$ cat config.mk
export PLATFORM = sky130hd
export DESIGN_NAME = sad_array_sequencer
export DESIGN_NICKNAME = d
export VERILOG_FILES = /design/src/rtl/sad_pkg.sv /design/src/rtl/sad_min_tracker.sv /design/src/rtl/sad_array_sequencer.sv
export SDC_FILE = /design/constraint.sdc
export NUM_CORES = 1
export LEC_CHECK = 0
export ABC_AREA = 0
export CELL_PAD_IN_SITES_DETAIL_PLACEMENT = 1
export CELL_PAD_IN_SITES_GLOBAL_PLACEMENT = 1
export CORE_MARGIN = 2
export CORE_UTILIZATION = 39
export DETAILED_ROUTE_END_ITERATION = 16
export PLACE_DENSITY_LB_ADDON = 0.08
export SLEW_MARGIN = 25
export SYNTH_ARGS = -nofsm -noshare
export SYNTH_HDL_FRONTEND = slang
export SYNTH_SLANG_ARGS = --single-unit
$ cat constraint.sdc
create_clock -name clk -period 5.58 [get_ports clk]
set_clock_uncertainty 0.05 [all_clocks]
set_input_delay 1.395 -clock clk [delete_from_list [all_inputs] [get_ports clk]]
set_output_delay 1.395 -clock clk [all_outputs]
set_load 0.02 [all_outputs]
$ cat src/rtl/sad_pkg.sv
// Shared types and constants for the SAD array sequencer.
// The optional cycle counter in the top module is enabled by defining SAD_PERF_CNT_EN.
package sad_pkg;

  // Sequencer phases: address issue, pipeline drain, lane scan, completion pulse.
  typedef enum logic [2:0] {
    IDLE  = 3'd0,
    FETCH = 3'd1,
    DRAIN = 3'd2,
    SCAN  = 3'd3,
    DONE  = 3'd4
  } state_e;

  // Default geometry of the array and the memories.
  localparam int N_PE_DEF = 8;
  localparam int TW_DEF   = 8;
  localparam int TH_DEF   = 8;
  localparam int IW_DEF   = 64;
  localparam int IH_DEF   = 64;

  // Width of one lane SAD result.
  localparam int SAD_W = 10;

  // Address and coordinate widths for the default geometry.
  localparam int T_AW = $clog2(TW_DEF * TH_DEF);
  localparam int I_AW = $clog2(IW_DEF * IH_DEF);
  localparam int X_W  = $clog2(IW_DEF);
  localparam int Y_W  = $clog2(IH_DEF);

  // Number of N_PE-wide column blocks needed to cover every candidate column.
  function automatic int num_blocks(input int iw, input int tw, input int npe);
    return (iw - tw + 1 + npe - 1) / npe;
  endfunction

endpackage

$ cat src/rtl/sad_min_tracker.sv
// Running-minimum tracker: fed one lane SAD per scan cycle, keeps the strictly
// smallest value and its position. Lanes past the last valid column are ignored.
module sad_min_tracker
  import sad_pkg::*;
#(
  parameter int IW  = IW_DEF,
  parameter int TW  = TW_DEF,
  parameter int XW  = X_W,
  parameter int YW  = Y_W,
  parameter int LXW = X_W + 1
) (
  input  logic             clk,
  input  logic             rst,
  input  logic             init_i,
  input  logic             vld_i,
  input  logic [LXW-1:0]   lane_x_i,
  input  logic [YW-1:0]    y_i,
  input  logic [SAD_W-1:0] sad_i,
  output logic [SAD_W-1:0] best_sad_o,
  output logic [XW-1:0]    best_x_o,
  output logic [YW-1:0]    best_y_o
);

  logic [SAD_W-1:0] best_sad_q;
  logic [XW-1:0]    best_x_q;
  logic [YW-1:0]    best_y_q;
  logic             lane_ok;

  // A lane only competes when it holds a real candidate column.
  always_comb begin
    lane_ok = vld_i && (int'(lane_x_i) <= IW - TW);
  end

  // Strict-less update keeps the first minimum met in raster order.
  always_ff @(posedge clk) begin
    if (rst) begin
      best_sad_q <= '0;
      best_x_q   <= '0;
      best_y_q   <= '0;
    end else if (init_i) begin
      best_sad_q <= '1;
      best_x_q   <= '0;
      best_y_q   <= '0;
    end else if (lane_ok && (sad_i < best_sad_q)) begin
      best_sad_q <= sad_i;
      best_x_q   <= XW'(lane_x_i);
      best_y_q   <= y_i;
    end
  end

  assign best_sad_o = best_sad_q;
  assign best_x_o   = best_x_q;
  assign best_y_o   = best_y_q;

endmodule

$ cat src/rtl/sad_array_sequencer.sv
// Sequencer for a row of SAD processing elements: issues template/image
// addresses block by block, drives the PE pixel enable and accumulate select,
// then scans the lanes into the minimum tracker.
// Defining SAD_PERF_CNT_EN adds the perf_cycles_o busy-cycle counter.
// Handshake: start_i is a level sampled only in IDLE; done_o is a one-cycle
// pulse and best_* stay valid from that cycle until the next accepted start.
module sad_array_sequencer
  import sad_pkg::*;
#(
  parameter int N_PE = N_PE_DEF,
  parameter int TW   = TW_DEF,
  parameter int TH   = TH_DEF,
  parameter int IW   = IW_DEF,
  parameter int IH   = IH_DEF,
  localparam int TAW = $clog2(TW * TH),
  localparam int IAW = $clog2(IW * IH),
  localparam int XW  = $clog2(IW),
  localparam int YW  = $clog2(IH)
) (
  input  logic                  clk,
  input  logic                  rst,
  input  logic                  start_i,
  output logic                  busy_o,
  output logic                  done_o,
  output logic [TAW-1:0]        t_addr_o,
  output logic [IAW-1:0]        i_addr_o,
  output logic                  mem_rd_o,
  output logic                  pix_en_o,
  output logic                  pe_acc_sel_o,
  input  logic [N_PE*SAD_W-1:0] pe_sad_i,
`ifdef SAD_PERF_CNT_EN
  output logic [31:0]           perf_cycles_o,
`endif
  output logic [SAD_W-1:0]      best_sad_o,
  output logic [XW-1:0]         best_x_o,
  output logic [YW-1:0]         best_y_o,
  output logic [2:0]            dbg_state_o
);

  localparam int TXW = $clog2(TW + 1);
  localparam int TYW = $clog2(TH + 1);
  localparam int CW  = $clog2(N_PE + 2);
  localparam int LXW = $clog2(IW + N_PE);

  state_e           state_q;
  logic [TXW-1:0]   tx_q, tx_n;
  logic [TYW-1:0]   ty_q, ty_n;
  logic [XW-1:0]    x0_q, x0_n;
  logic [YW-1:0]    y_q, y_n;
  logic [CW-1:0]    cnt_q;
  logic             busy_q, done_q, mem_rd_q, pix_en_q, acc_sel_q;
  logic [TAW-1:0]   t_addr_q;
  logic [IAW-1:0]   i_addr_q;
  logic             accept, last_tx, last_pix, last_x, last_y;
  logic [IAW-1:0]   fetch_addr, block_addr;
  logic [SAD_W-1:0] lane_sad;
  logic [LXW-1:0]   lane_x;

  // Next pixel / next block positions and the addresses they map to.
  always_comb begin
    accept     = (state_q == IDLE) && start_i;
    last_tx    = int'(tx_q) == TW - 1;
    last_pix   = last_tx && (int'(ty_q) == TH - 1);
    tx_n       = last_tx ? '0 : tx_q + TXW'(1);
    ty_n       = last_tx ? ty_q + TYW'(1) : ty_q;
    fetch_addr = IAW'((int'(y_q) + int'(ty_n)) * IW + int'(x0_q) + int'(tx_n));
    last_x     = int'(x0_q) + N_PE > IW - TW;
    last_y     = int'(y_q) == IH - TH;
    x0_n       = last_x ? '0 : XW'(int'(x0_q) + N_PE);
    y_n        = last_x ? y_q + YW'(1) : y_q;
    block_addr = IAW'(int'(y_n) * IW + int'(x0_n));
    lane_sad   = pe_sad_i[int'(cnt_q) * SAD_W +: SAD_W];
    lane_x     = LXW'(int'(x0_q) + int'(cnt_q));
  end

  // Main FSM; pix_en/acc_sel trail the issued address by one cycle so they
  // line up with read data, and the first pixel of a block restarts the PE sum.
  always_ff @(posedge clk) begin
    if (rst) begin
      state_q   <= IDLE;
      tx_q      <= '0;
      ty_q      <= '0;
      x0_q      <= '0;
      y_q       <= '0;
      cnt_q     <= '0;
      busy_q    <= 1'b0;
      done_q    <= 1'b0;
      mem_rd_q  <= 1'b0;
      pix_en_q  <= 1'b0;
      acc_sel_q <= 1'b1;
      t_addr_q  <= '0;
      i_addr_q  <= '0;
    end else begin
      pix_en_q  <= mem_rd_q;
      acc_sel_q <= mem_rd_q ? (t_addr_q != '0) : 1'b1;
      done_q    <= 1'b0;
      case (state_q)
        IDLE: begin
          if (accept) begin
            state_q  <= FETCH;
            busy_q   <= 1'b1;
            mem_rd_q <= 1'b1;
            tx_q     <= '0;
            ty_q     <= '0;
            x0_q     <= '0;
            y_q      <= '0;
            t_addr_q <= '0;
            i_addr_q <= '0;
          end
        end
        FETCH: begin
          if (last_pix) begin
            state_q  <= DRAIN;
            mem_rd_q <= 1'b0;
            cnt_q    <= '0;
          end else begin
            tx_q     <= tx_n;
            ty_q     <= ty_n;
            t_addr_q <= t_addr_q + TAW'(1);
            i_addr_q <= fetch_addr;
          end
        end
        DRAIN: begin
          if (int'(cnt_q) == 1) begin
            state_q <= SCAN;
            cnt_q   <= '0;
          end else begin
            cnt_q <= cnt_q + CW'(1);
          end
        end
        SCAN: begin
          if (int'(cnt_q) == N_PE - 1) begin
            cnt_q <= '0;
            if (last_x && last_y) begin
              state_q <= DONE;
              busy_q  <= 1'b0;
              done_q  <= 1'b1;
            end else begin
              state_q  <= FETCH;
              mem_rd_q <= 1'b1;
              tx_q     <= '0;
              ty_q     <= '0;
              x0_q     <= x0_n;
              y_q      <= y_n;
              t_addr_q <= '0;
              i_addr_q <= block_addr;
            end
          end else begin
            cnt_q <= cnt_q + CW'(1);
          end
        end
        DONE: begin
          state_q <= IDLE;
        end
        default: begin
          state_q <= IDLE;
        end
      endcase
    end
  end

  sad_min_tracker #(
    .IW (IW),
    .TW (TW),
    .XW (XW),
    .YW (YW),
    .LXW(LXW)
  ) u_min (
    .clk       (clk),
    .rst       (rst),
    .init_i    (accept),
    .vld_i     (state_q == SCAN),
    .lane_x_i  (lane_x),
    .y_i       (y_q),
    .sad_i     (lane_sad),
    .best_sad_o(best_sad_o),
    .best_x_o  (best_x_o),
    .best_y_o  (best_y_o)
  );

`ifdef SAD_PERF_CNT_EN
  logic [31:0] perf_q;

  // Busy-cycle counter, cleared on accepted start, saturating, held after done.
  always_ff @(posedge clk) begin
    if (rst) begin
      perf_q <= '0;
    end else if (accept) begin
      perf_q <= '0;
    end else if (busy_q && (perf_q != '1)) begin
      perf_q <= perf_q + 32'd1;
    end
  end

  assign perf_cycles_o = perf_q;
`endif

  assign busy_o       = busy_q;
  assign done_o       = done_q;
  assign mem_rd_o     = mem_rd_q;
  assign pix_en_o     = pix_en_q;
  assign pe_acc_sel_o = acc_sel_q;
  assign t_addr_o     = t_addr_q;
  assign i_addr_o     = i_addr_q;
  assign dbg_state_o  = state_q;

endmodule

==> key figures, run 1 <==
Outcome
  • Status: complete, no violations

Setup path
  • R2R setup slack: 1710 ps
  • RR Startpoint: cnt_q[1]$_SDFFE_PP0P_
  • Critical path class: primary input to register
  • CP startpoint: pe_sad_i[73]
  • Worst EP required: 5800 ps
  • Reg-to-Reg End: u_min.best_x_o[2]$_SDFFE_PP0P_
  • Crit path launch type: primary input
  • Worst endpoint data arrival time: 4670 ps
  • CP Max Fanout: 12
  • Worst Setup EP: u_min.best_x_o[2]$_SDFFE_PP0P_
  • FF-to-FF path depth: 10
  • CP endpoint kind: register

Clock network
  • CTS resizes: 0
  • Setup repair bufs after CTS: 0
  • Clk sink count: 72
  • CTS tree: done
  • Clk Latency, worst-skew pair: 350 ps
  • Inserted Clock Buffers: 9
  • Hold-fix buffers, CTS: 0
  • CTS root buffer: clkbuf_16
  • Clk slew on worst S/H paths: 60 ps
  • # H-tree levels: 3
  • Clk buf depth: 2

Cells and area
  • Final core occ: 0.532
  • Diodes inserted: 0
  • Commonest non-fill, non-tap cell in the layout: clkdlybuf4s50_1
  • Cell area after layout: 6630 um^2
  • Area delta synth->final: 34.5%
  • Commonest cells after routing, fill and taps aside: clkdlybuf4s50_1 (129), dfxtp_1 (72), a21oi_1 (52)
  • Fill cells: 1,441
  • Layout cells sized above 1: 0.0877
  • Total Nets Final: 786

Global route
  • Gr usage total: 0.240
  • Pin count of the biggest net entering global routing: 43
  • Overflow after GRT: 0
  • Vias in the first global route: 4,920
  • First-pass GRT wire length: 25.4 mm
  • Initial antenna violation count: 0

Synth
  • Synth top area share: 0.292
  • EDFF count, synth: 0
  • Post-synthesis sequential area ratio: 0.292
  • Post-Synthesis Cells: 558
  • Yosys top cell by area: dfxtp_1
  • Synth Register Bits: 72
  • Syn Nets: 676
  • Netlist cell types: 70
  • Synth top area cells: dfxtp_1 (29%), mux4_2 (8.7%), ha_1 (8.1%)
  • Avg Inst Size Synth: 8.83 um^2
  • Post-synth ARST share: 0
  • Cell Area, Synth: 4930 um^2
  • Prevailing post-synth register cell: dfxtp_1
  • Ys Warns: 0

STA
  • Final Hold Fails: 0
  • Tmin final: 4450 ps
  • Hold_ws: 407 ps
  • Setup violators final: 0
  • Final worst-path cycle share: 0.797
  • RSZ-0062 raised after global routing: false
  • Tightest Pin Transition: 912 ps
  • Fin. max-slew vios: 0
  • Worst slew margin: 0.391
  • Fmax: 225 MHz
  • Setup TNS: 0 ps

Floorplanning
  • Starting Density: 0.395
  • Die Width: 116 um
  • Core Rows: 41
  • Die H: 116 um
  • Std-Cell Core Area: 12,500 um^2
  • Die area: 13,600 um^2
  • Ports: 131

Drt
  • 1st-iter DRT viols: 187
  • Number of remaining DRC errors: 0
  • Antenna viol nets, final: 0
  • Vias per Instance: 5.63
  • Routed WL: 15.8 mm
  • Pre-antenna DRT Iters: 4
  • Wire per inst: 18.7 um
  • DR vias: 4,760

Place
  • Placed cell area: 6310 um^2
  • RePlAce Congestion: 0.856
  • Placed wire-length estimate: 12.1 mm
  • Count of input and output buffers: 130

Power
  • Maximum VDD drop: 0.203 mV
  • Power density over the cells: 341 nW/um^2
  • Static leakage: 2.49 nW

Hold path
  • Hold Crit Class: register to register

Flow run
  • Max Cap Viol: 0
kinds of logic after synthesis:
kind of cell / share of synthesized area
xor+xnor: 0.0551
buf+inv: 0.0556
fa+ha+maj: 0.0934
compound gates: 0.231
mux: 0.0949
flops: 0.292
simple gates: 0.178
power by group:
group          switching (mW)  total [mW]  internal, mW  leakage (nW)
clock network           0.235       0.627         0.392         0.156
registers              0.0614       0.635         0.573         0.585
logic                   0.566        1.00         0.436          1.75
total                   0.863        2.26          1.40          2.49
Yosys cell counts (4+ instances only):
library cell / n
a21o_1: 6
clkbuf_1: 21
nor3_1: 15
o21ai_0: 26
a21oi_1: 52
mux4_2: 19
dfxtp_1: 72
nand2_1: 33
nand4_1: 6
a22o_1: 10
xor2_1: 17
inv_1: 26
or2_2: 4
mux2i_1: 4
or3_1: 6
nor2b_1: 4
o21a_1: 4
nor2_1: 43
a31oi_1: 16
nand2b_1: 7
nand3b_1: 5
ha_1: 32
nand3_1: 22
buf_2: 8
xnor2_1: 14
a2bb2oi_1: 4
a22oi_1: 6
a311oi_1: 5
and2_1: 4
routing by layer:
layer / vias up / GRT usage / routed length (um)
met2: 120 / 0.395 / 7600
met4: 0 / 0.0643 / 248
met5: - / 0 / 0
li1: 2294 / - / -
met3: 23 / 0.0514 / 704
met1: 2323 / 0.322 / 7200
area by class of cell:
| type | instances | area (um^2) | share of cell area |
|---|---|---|---|
| Multi-Input combinational cell | 423 | 3210 | 0.485 |
| Sequential cell | 72 | 1440 | 0.217 |
| Timing Repair Buffer | 136 | 1340 | 0.202 |
| Clock buffer | 9 | 225 | 0.0340 |
| Tap cell | 172 | 215 | 0.0325 |
| Inverter | 26 | 97.6 | 0.0147 |
| Clock inverter | 7 | 95.1 | 0.0143 |
registers in the layout (all words and copies together), names as in the netlist:
signal,cells
done_o,1
i_addr_o,12
y_q,6
t_addr_o,6
mem_rd_o,1
busy_o,1
pix_en_o,1
tx_q,4
pe_acc_sel_o,1
u_min.best_sad_o,10
ty_q,4
u_min.best_x_o,6
cnt_q,4
u_min.best_y_o,6
x0_q,6
dbg_state_o,3
worst min path at each step:
stage                                        start                       end  slack, ps  cells after the start
final                     i_addr_o[6]$_SDFFE_PP0P_  i_addr_o[6]$_SDFFE_PP0P_        410                      2
after global routing      i_addr_o[6]$_SDFFE_PP0P_  i_addr_o[6]$_SDFFE_PP0P_        430                      2
after CTS                 i_addr_o[6]$_SDFFE_PP0P_  i_addr_o[6]$_SDFFE_PP0P_        420                      2
after detailed placement  i_addr_o[6]$_SDFFE_PP0P_  i_addr_o[6]$_SDFFE_PP0P_        400                      2
after global placement    i_addr_o[6]$_SDFFE_PP0P_  i_addr_o[6]$_SDFFE_PP0P_        390                      2
after floorplan               tx_q[1]$_SDFFE_PP0P_      tx_q[1]$_SDFFE_PP0P_        400                      2
stage by stage:
step	instances	power, mW	setup WS (ps)
2_1_floorplan	558	1.34	1800
3_3_place_gp	829	1.62	824
3_5_place_dp	829	1.65	757
4_1_cts	845	2.29	1130
5_1_grt	845	2.41	889
6_report	845	2.26	1130
worst max-delay path, cell delays in order:
cell and delay, ps:
clkdlybuf4s50_1 400, mux4_2 470, a22o_1 280, ha_1 300, and4_1 230, a311oi_1 260
o211a_1 200, o211ai_1 320, buf_4 310, or3_1 370, a21oi_1 130
No activity file was read; power rests on OpenSTA's default activity.
==> run 2, diff against run 1 <==
--- a/config.mk
+++ b/config.mk
@@ -9,7 +9,7 @@
 export CELL_PAD_IN_SITES_DETAIL_PLACEMENT = 1
 export CELL_PAD_IN_SITES_GLOBAL_PLACEMENT = 1
 export CORE_MARGIN = 2
-export CORE_UTILIZATION = 39
+export CORE_UTILIZATION = 37
 export DETAILED_ROUTE_END_ITERATION = 16
 export PLACE_DENSITY_LB_ADDON = 0.08
 export SLEW_MARGIN = 25
==> constraint.sdc (replaced) <==
create_clock -name clk -period 4.4 [get_ports clk]
set_clock_uncertainty 0.05 [all_clocks]
set_input_delay 1.1 -clock clk [delete_from_list [all_inputs] [get_ports clk]]
set_output_delay 1.1 -clock clk [all_outputs]
set_load 0.02 [all_outputs]
==> key figures, run 2 (synthesis results as in run 1) <==
Drt
  • DR vias: 4,773 (was 4,760)
  • 1st-iter DRT viols: 229 (was 187)
  • Wire per inst: 19.2 um (was 18.7 um)
  • Pre-antenna DRT Iters: 4 (unchanged)
  • Vias per Instance: 5.62 (was 5.63)
  • Antenna viol nets, final: 0 (unchanged)
  • Routed WL: 16.3 mm (was 15.8 mm)
  • Number of remaining DRC errors: 0 (unchanged)

Global route
  • Vias in the first global route: 4,997 (was 4,920)
  • Pin count of the biggest net entering global routing: 37 (was 43)
  • Initial antenna violation count: 0 (unchanged)
  • First-pass GRT wire length: 26.4 mm (was 25.4 mm)
  • Gr usage total: 0.235 (was 0.240)
  • Overflow after GRT: 0 (unchanged)

STA
  • Worst slew margin: 0.429 (was 0.391)
  • Setup TNS: 0 ps (unchanged)
  • Final worst-path cycle share: 0.894
  • Fmax: 254 MHz
  • Fin. max-slew vios: 0 (unchanged)
  • Setup violators final: 0 (unchanged)
  • Worst setup margin: 468 ps (was 1130 ps)
  • Tightest Pin Transition: 854 ps (was 912 ps)
  • Final Hold Fails: 0 (unchanged)
  • RSZ-0062 raised after global routing: false (unchanged)
  • Tmin final: 3930 ps

Setup path
  • Largest stage delay, worst path: 860 ps (was 470 ps)
  • Crit path cell chain: buf_4 > inv_1 > fa_1 > nand2b_1 > o2bb2ai_1 > xnor2_1 > nand4_1 > a31oi_1 > a21oi_1 (was clkdlybuf4s50_1 > mux4_2 > a22o_1 > ha_1 > and4_1 > a311oi_1 > o211a_1 > o211ai_1 > buf_4 > or3_1 > a21oi_1)
  • Worst endpoint data arrival time: 4080 ps (was 4670 ps)
  • CP endpoint kind: register (unchanged)
  • R2R setup slack: 470 ps (was 1710 ps)
  • CP Max Fanout: 20 (was 12)
  • Critical path class: register to register (was primary input to register)
  • CP max-delay cell: dfxtp_1 (was mux4_2)
  • Buffer and inverter count on the worst path: 2 (unchanged)
  • Worst EP required: 4550 ps (was 5800 ps)
  • Cell family with most CP delay: simple AND/OR/NAND/NOR gates (was compound AO/OA/AOI/OAI gates)
  • Crit path launch type: register (was primary input)

Cells and area
  • Layout cells sized above 1: 0.0890 (was 0.0877)
  • Area delta synth->final: 34.4% (was 34.5%)
  • Diodes inserted: 0 (unchanged)
  • Commonest non-fill, non-tap cell in the layout: clkdlybuf4s50_1 (unchanged)
  • Commonest cells after routing, fill and taps aside: clkdlybuf4s50_1 (129), dfxtp_1 (71), a21oi_1 (52) (was clkdlybuf4s50_1 (129), dfxtp_1 (72), a21oi_1 (52))
  • Max reg flops: 12 (unchanged)
  • Total Nets Final: 789 (was 786)

Clock network
  • Clk buf depth: 2 (unchanged)
  • CTS root buffer: clkbuf_16 (unchanged)
  • Clk sink count: 72 (unchanged)
  • Hold-fix buffers, CTS: 0 (unchanged)
  • Clk Latency, worst-skew pair: 350 ps (about the same)
  • CTS resizes: 0 (unchanged)
  • # H-tree levels: 3 (unchanged)
  • Setup repair bufs after CTS: 0 (unchanged)
  • CTS tree: done (unchanged)
  • Clk slew on worst S/H paths: 60 ps (about the same)
  • Inserted Clock Buffers: 9 (unchanged)

Hold path
  • Hold Crit Class: register to register (unchanged)

Place
  • RePlAce Congestion: 0.841 (was 0.856)
  • Count of input and output buffers: 130 (unchanged)
  • Placed wire-length estimate: 12.6 mm (was 12.1 mm)
  • Placement Setup Slack: 249 ps (was 757 ps)

Floorplanning
  • Starting Density: 0.375 (was 0.395)
  • Die Width: 119 um (was 116 um)
  • Ports: 131 (unchanged)
  • Std-Cell Core Area: 13,100 um^2 (was 12,500 um^2)
  • Die H: 119 um (was 116 um)
  • Core Rows: 42 (was 41)
  • Die area: 14,300 um^2 (was 13,600 um^2)

Power
  • Maximum VDD drop: 0.266 mV (was 0.203 mV)
  • Power density over the cells: 424 nW/um^2 (was 341 nW/um^2)
  • Total Power: 2.81 mW (was 2.26 mW)
  • Static leakage: 2.48 nW (was 2.49 nW)

Flow run
  • Max Cap Viol: 0 (unchanged)

Outcome
  • Status: complete, no violations (unchanged)
==> run 2: path summary, 6_finish.rpt <==
kind / to / cells after the start / from
hold / removal: i_addr_o[6]$_SDFFE_PP0P_ / 2 / i_addr_o[6]$_SDFFE_PP0P_
setup reg to reg: u_min.best_sad_o[9]$_SDFFE_PP0P_ / 9 / cnt_q[1]$_SDFFE_PP0P_
hold reg to reg: i_addr_o[6]$_SDFFE_PP0P_ / 2 / i_addr_o[6]$_SDFFE_PP0P_
setup / recovery: u_min.best_sad_o[9]$_SDFFE_PP0P_ / 9 / cnt_q[1]$_SDFFE_PP0P_
==> run 2: where the power goes <==
group          total (mW)  switching (mW)  internal [mW]
sequential          0.840           0.112          0.728
combinational        1.26           0.698          0.560
clock               0.708           0.278          0.430
total                2.81            1.09           1.72
==> run 2: worst register-to-register path, cell delays in order, from the launching register on <==
cell	delay [ps]
dfxtp_1	860
buf_4	290
inv_1	100
fa_1	440
nand2b_1	180
o2bb2ai_1	180
xnor2_1	310
nand4_1	730
a31oi_1	520
a21oi_1	110
==> run 2: through the flow <==
step	area, um^2	hold WS (ps)	std cells	util
floorplan	4930	404	558	-
global placement	6350	395	836	0.483
detailed placement	6350	405	836	0.483
CTS	6630	413	850	0.504
global route	6630	436	850	0.504
finish	6630	409	850	0.504
==> run 2: layout make-up <==
class,count,area (um^2)
clock inverters,4,47.5
well taps,176,220
fillers,1562,6510
clock buffers,10,229
flip-flops and latches,72,1440
repair buffers,139,1380
inverters,26,97.6
multi-input cells,423,3210
==> run 2: per-layer routing <==
layer	wire length (um)	GRT usage
met2	7850	0.393
met1	7510	0.308
met3	680	0.0441
met4	303	0.0735
met5	0	0
==> variant, RTL diff (settings of run 1) <==
The package constant `IH_DEF` goes from 64 to 32.
--- a/src/rtl/sad_pkg.sv
+++ b/src/rtl/sad_pkg.sv
@@ -18,3 +18,3 @@
   localparam int IW_DEF   = 64;
-  localparam int IH_DEF   = 64;
+  localparam int IH_DEF   = 32;
 
Interface: changed (resized best_y_o and i_addr_o); port bits go from 131 to 129. The function was not compared with the original's and may differ.
==> variant against run 1 <==
  * Wire length grew 0.83%
  * Sequential cell count shrank 3
  * Setup slack gained 0.060 ns
  * Via count shrank 3.3%
  * Hold slack gained 0.0056 ns
  * Design area shrank 3.7%
  * Synthesized area shrank 4.0%
Power is not compared: it rests on default switching activity, and its combinational part moved more than twofold at a synthesized area within 25%.
==> variant: results (changes against run 1) <==
| Metric | Value |
|---|---|
| Outcome | `completed` |
| Fmax | `227.9 MHz (+1.4%)` |
| Worst path arrival time | `4.59 ns (-0.08 ns)` |
| Layout cells sized above 1 | `9.202% (+0.44 points)` |
| Post_cts resized | `0 (unchanged)` |
| Cts bufs inserted | `9 (unchanged)` |
| Initial antenna violation count | `0 (unchanged)` |
| Count of nets after finishing | `764 (-2.8%)` |
| Worst Reg-to-Reg Cells | `11 (+1)` |
| Setup WS pre-CTS | `0.8594 ns (+0.1025 ns)` |
| Seq/Total Area, Yosys | `29.18% (-0.063 points)` |
| Worst min path class | `reg -> reg` |
| DR iter-0 viols | `203 (+8.6%)` |
| Non-Filler Instances | `799 (-5.4%)` |
| Final hold vios | `0 (unchanged)` |
| Vias/cell | `5.763 (+2.3%)` |
| Post-synthesis mux area share | `11.81% (+2.3 points)` |
| Hold buffer count at cts | `0 (unchanged)` |
| GPL Wtd Cong | `0.8730 (+2.0%)` |
| Worst path top cell family by delay | `simple AND/OR/NAND/NOR gates` |
| Fillers | `1382 (-4.1%)` |
| RR Endpoint | `u_min.best_x_o[2]` |
| CP max FO | `11 (-1)` |
| Post-Syn Nets | `649 (-4.0%)` |
| Ant. Diodes | `0 (unchanged)` |
| Post-synthesis adder-cell area fraction | `9.461% (+0.12 points)` |
| Asr flop ratio synth | `0% (unchanged)` |
| Total GRT Usage | `24.85% (+0.82 points)` |
| Max FFs per register | `11 (-1)` |
| Post-synth top cells | `dfxtp_1 (69), nand2_1 (49), nor2_1 (40)` |
| Clock Pin Slew Worst Setup and Hold Paths | `0.06 ns (about the same)` |
| Distinct cell type count of the synthesized netlist | `60 (-14%)` |
| Total Routed Length | `15.89 mm (+0.83%)` |
| Post-DP HPWL | `12.36 mm (+1.8%)` |
| Worst Setup SP | `pe_sad_i[73]` |
| Max clock buf depth | `2 (unchanged)` |
| Input/output buffers | `128 (-1.5%)` |
| Vias in the first global route | `4762 (-3.2%)` |
| Leak Pwr | `roughly 2.4 nW` |
| Yosys synthesis warning count | `0 (unchanged)` |
| Post-Place Cells | `783 (-5.5%)` |
| Critical-path top delay cell | `mux4_2` |
| Area contributors post-synth | `dfxtp_1 (29%), mux4_2 (9.0%), ha_1 (8.2%)` |
| R2R Setup Slk | `1.53 ns (-0.18 ns)` |
| First-pass GRT wire length | `25.22 mm (-0.63%)` |
| Max rail drop VDD | `approximately 0.15 mV` |
| Max_slew headroom | `41.55% (+2.5 points)` |
| CP Class | `in -> reg` |
| Synth Area in Compound Gates | `19.79% (-3.3 points)` |
| XOR/XNOR Fraction of Synth Area | `5.153% (-0.35 points)` |
| Number of H-tree levels | `3 (unchanged)` |
| Largest net degree at the start of global routing | `49 (+14%)` |
| Reg2reg start | `cnt_q[0]` |
| Avg Inst Size Synth | `8.900 µm² (+0.73%)` |
| Largest stage delay, worst path | `about 0.48 ns` |
| Setup Buffers After CTS | `0 (unchanged)` |
| Initial DRT Pass Iterations | `4 (unchanged)` |
| Clk Latency, worst-skew pair | `0.33 ns (-0.02 ns)` |
[variant: cell types whose count changed in the layout (fill, tap and decap cells not counted), sizes merged, moves of 4 or more]
cell / run 1 / this run
mux2i: 4 / 12
o21a: 4 / 0
o21ai: 26 / 13
nor2: 44 / 40
xor2: 17 / 12
o31ai: 3 / 12
inv: 27 / 22
a2bb2oi: 4 / 0
a21oi: 52 / 36
nand3: 22 / 16
nand2: 33 / 49
nand4: 6 / 17
[variant: worst min path at each step]
stage | cells past startpoint | to | startpoint | slack (ns)
after CTS | 2 | u_min.best_y_o[1] | u_min.best_y_o[1] | 0.42
after floorplan | 2 | ty_q[3] | ty_q[3] | 0.41
final | 2 | u_min.best_y_o[1] | u_min.best_y_o[1] | 0.41
after global placement | 2 | u_min.best_x_o[2] | u_min.best_x_o[2] | 0.39
after global routing | 2 | u_min.best_y_o[1] | u_min.best_y_o[1] | 0.44
after detailed placement | 2 | u_min.best_y_o[0] | u_min.best_y_o[0] | 0.40
[variant: per-layer routing]
metal  global-route usage [%]  wire length, µm
met5                        0                0
met2                    40.83             7618
met4                    8.293              301
met3                    3.123              438
met1                    33.89             7533
[variant: cell families (layout without fill, tap and decap cells)]
logic type / count (synthesis) / count (layout)
buffers and inverters: 55 / 175
xor gates and xnor gates: 27 / 27
and+or+nand+nor: 182 / 182
muxes: 32 / 32
DFF: 69 / 69
AOI/OAI and AO/OA: 133 / 133
adders and majority gates: 34 / 34
[variant: worst min-delay path: stages, from the launching register on]
cell	delay, ns
dfxtp_1	0.31
nand2_1	0.05
mux2i_1	0.05
[variant: power by group]
| group | switching, mW | internal, mW | leakage (nW) |
|---|---|---|---|
| logic | 0.103 | 0.112 | 1.67 |
| clock network | 0.213 | 0.297 | 0.129 |
| registers | 0.0134 | 0.507 | 0.561 |
[variant: area by class of cell]
type	instances	area (µm²)	area share, %
Clock buffer	11	232.7	3.646
Clock inverter	5	27.53	0.4312
Inverter	22	82.58	1.294
Multi-Input combinational cell	408	3132	49.06
Sequential cell	69	1381	21.64
Tap cell	147	183.9	2.881
Timing Repair Buffer	137	1344	21.05
[variant: per-stage QoR]
stage | cell area, µm² | power (mW)
2_1_floorplan | 4735 | 0.6295
3_3_place_gp | 6121 | 0.7387
3_5_place_dp | 6123 | 0.7451
4_1_cts | 6384 | 1.258
5_1_grt | 6384 | 1.301
6_report | 6384 | 1.245
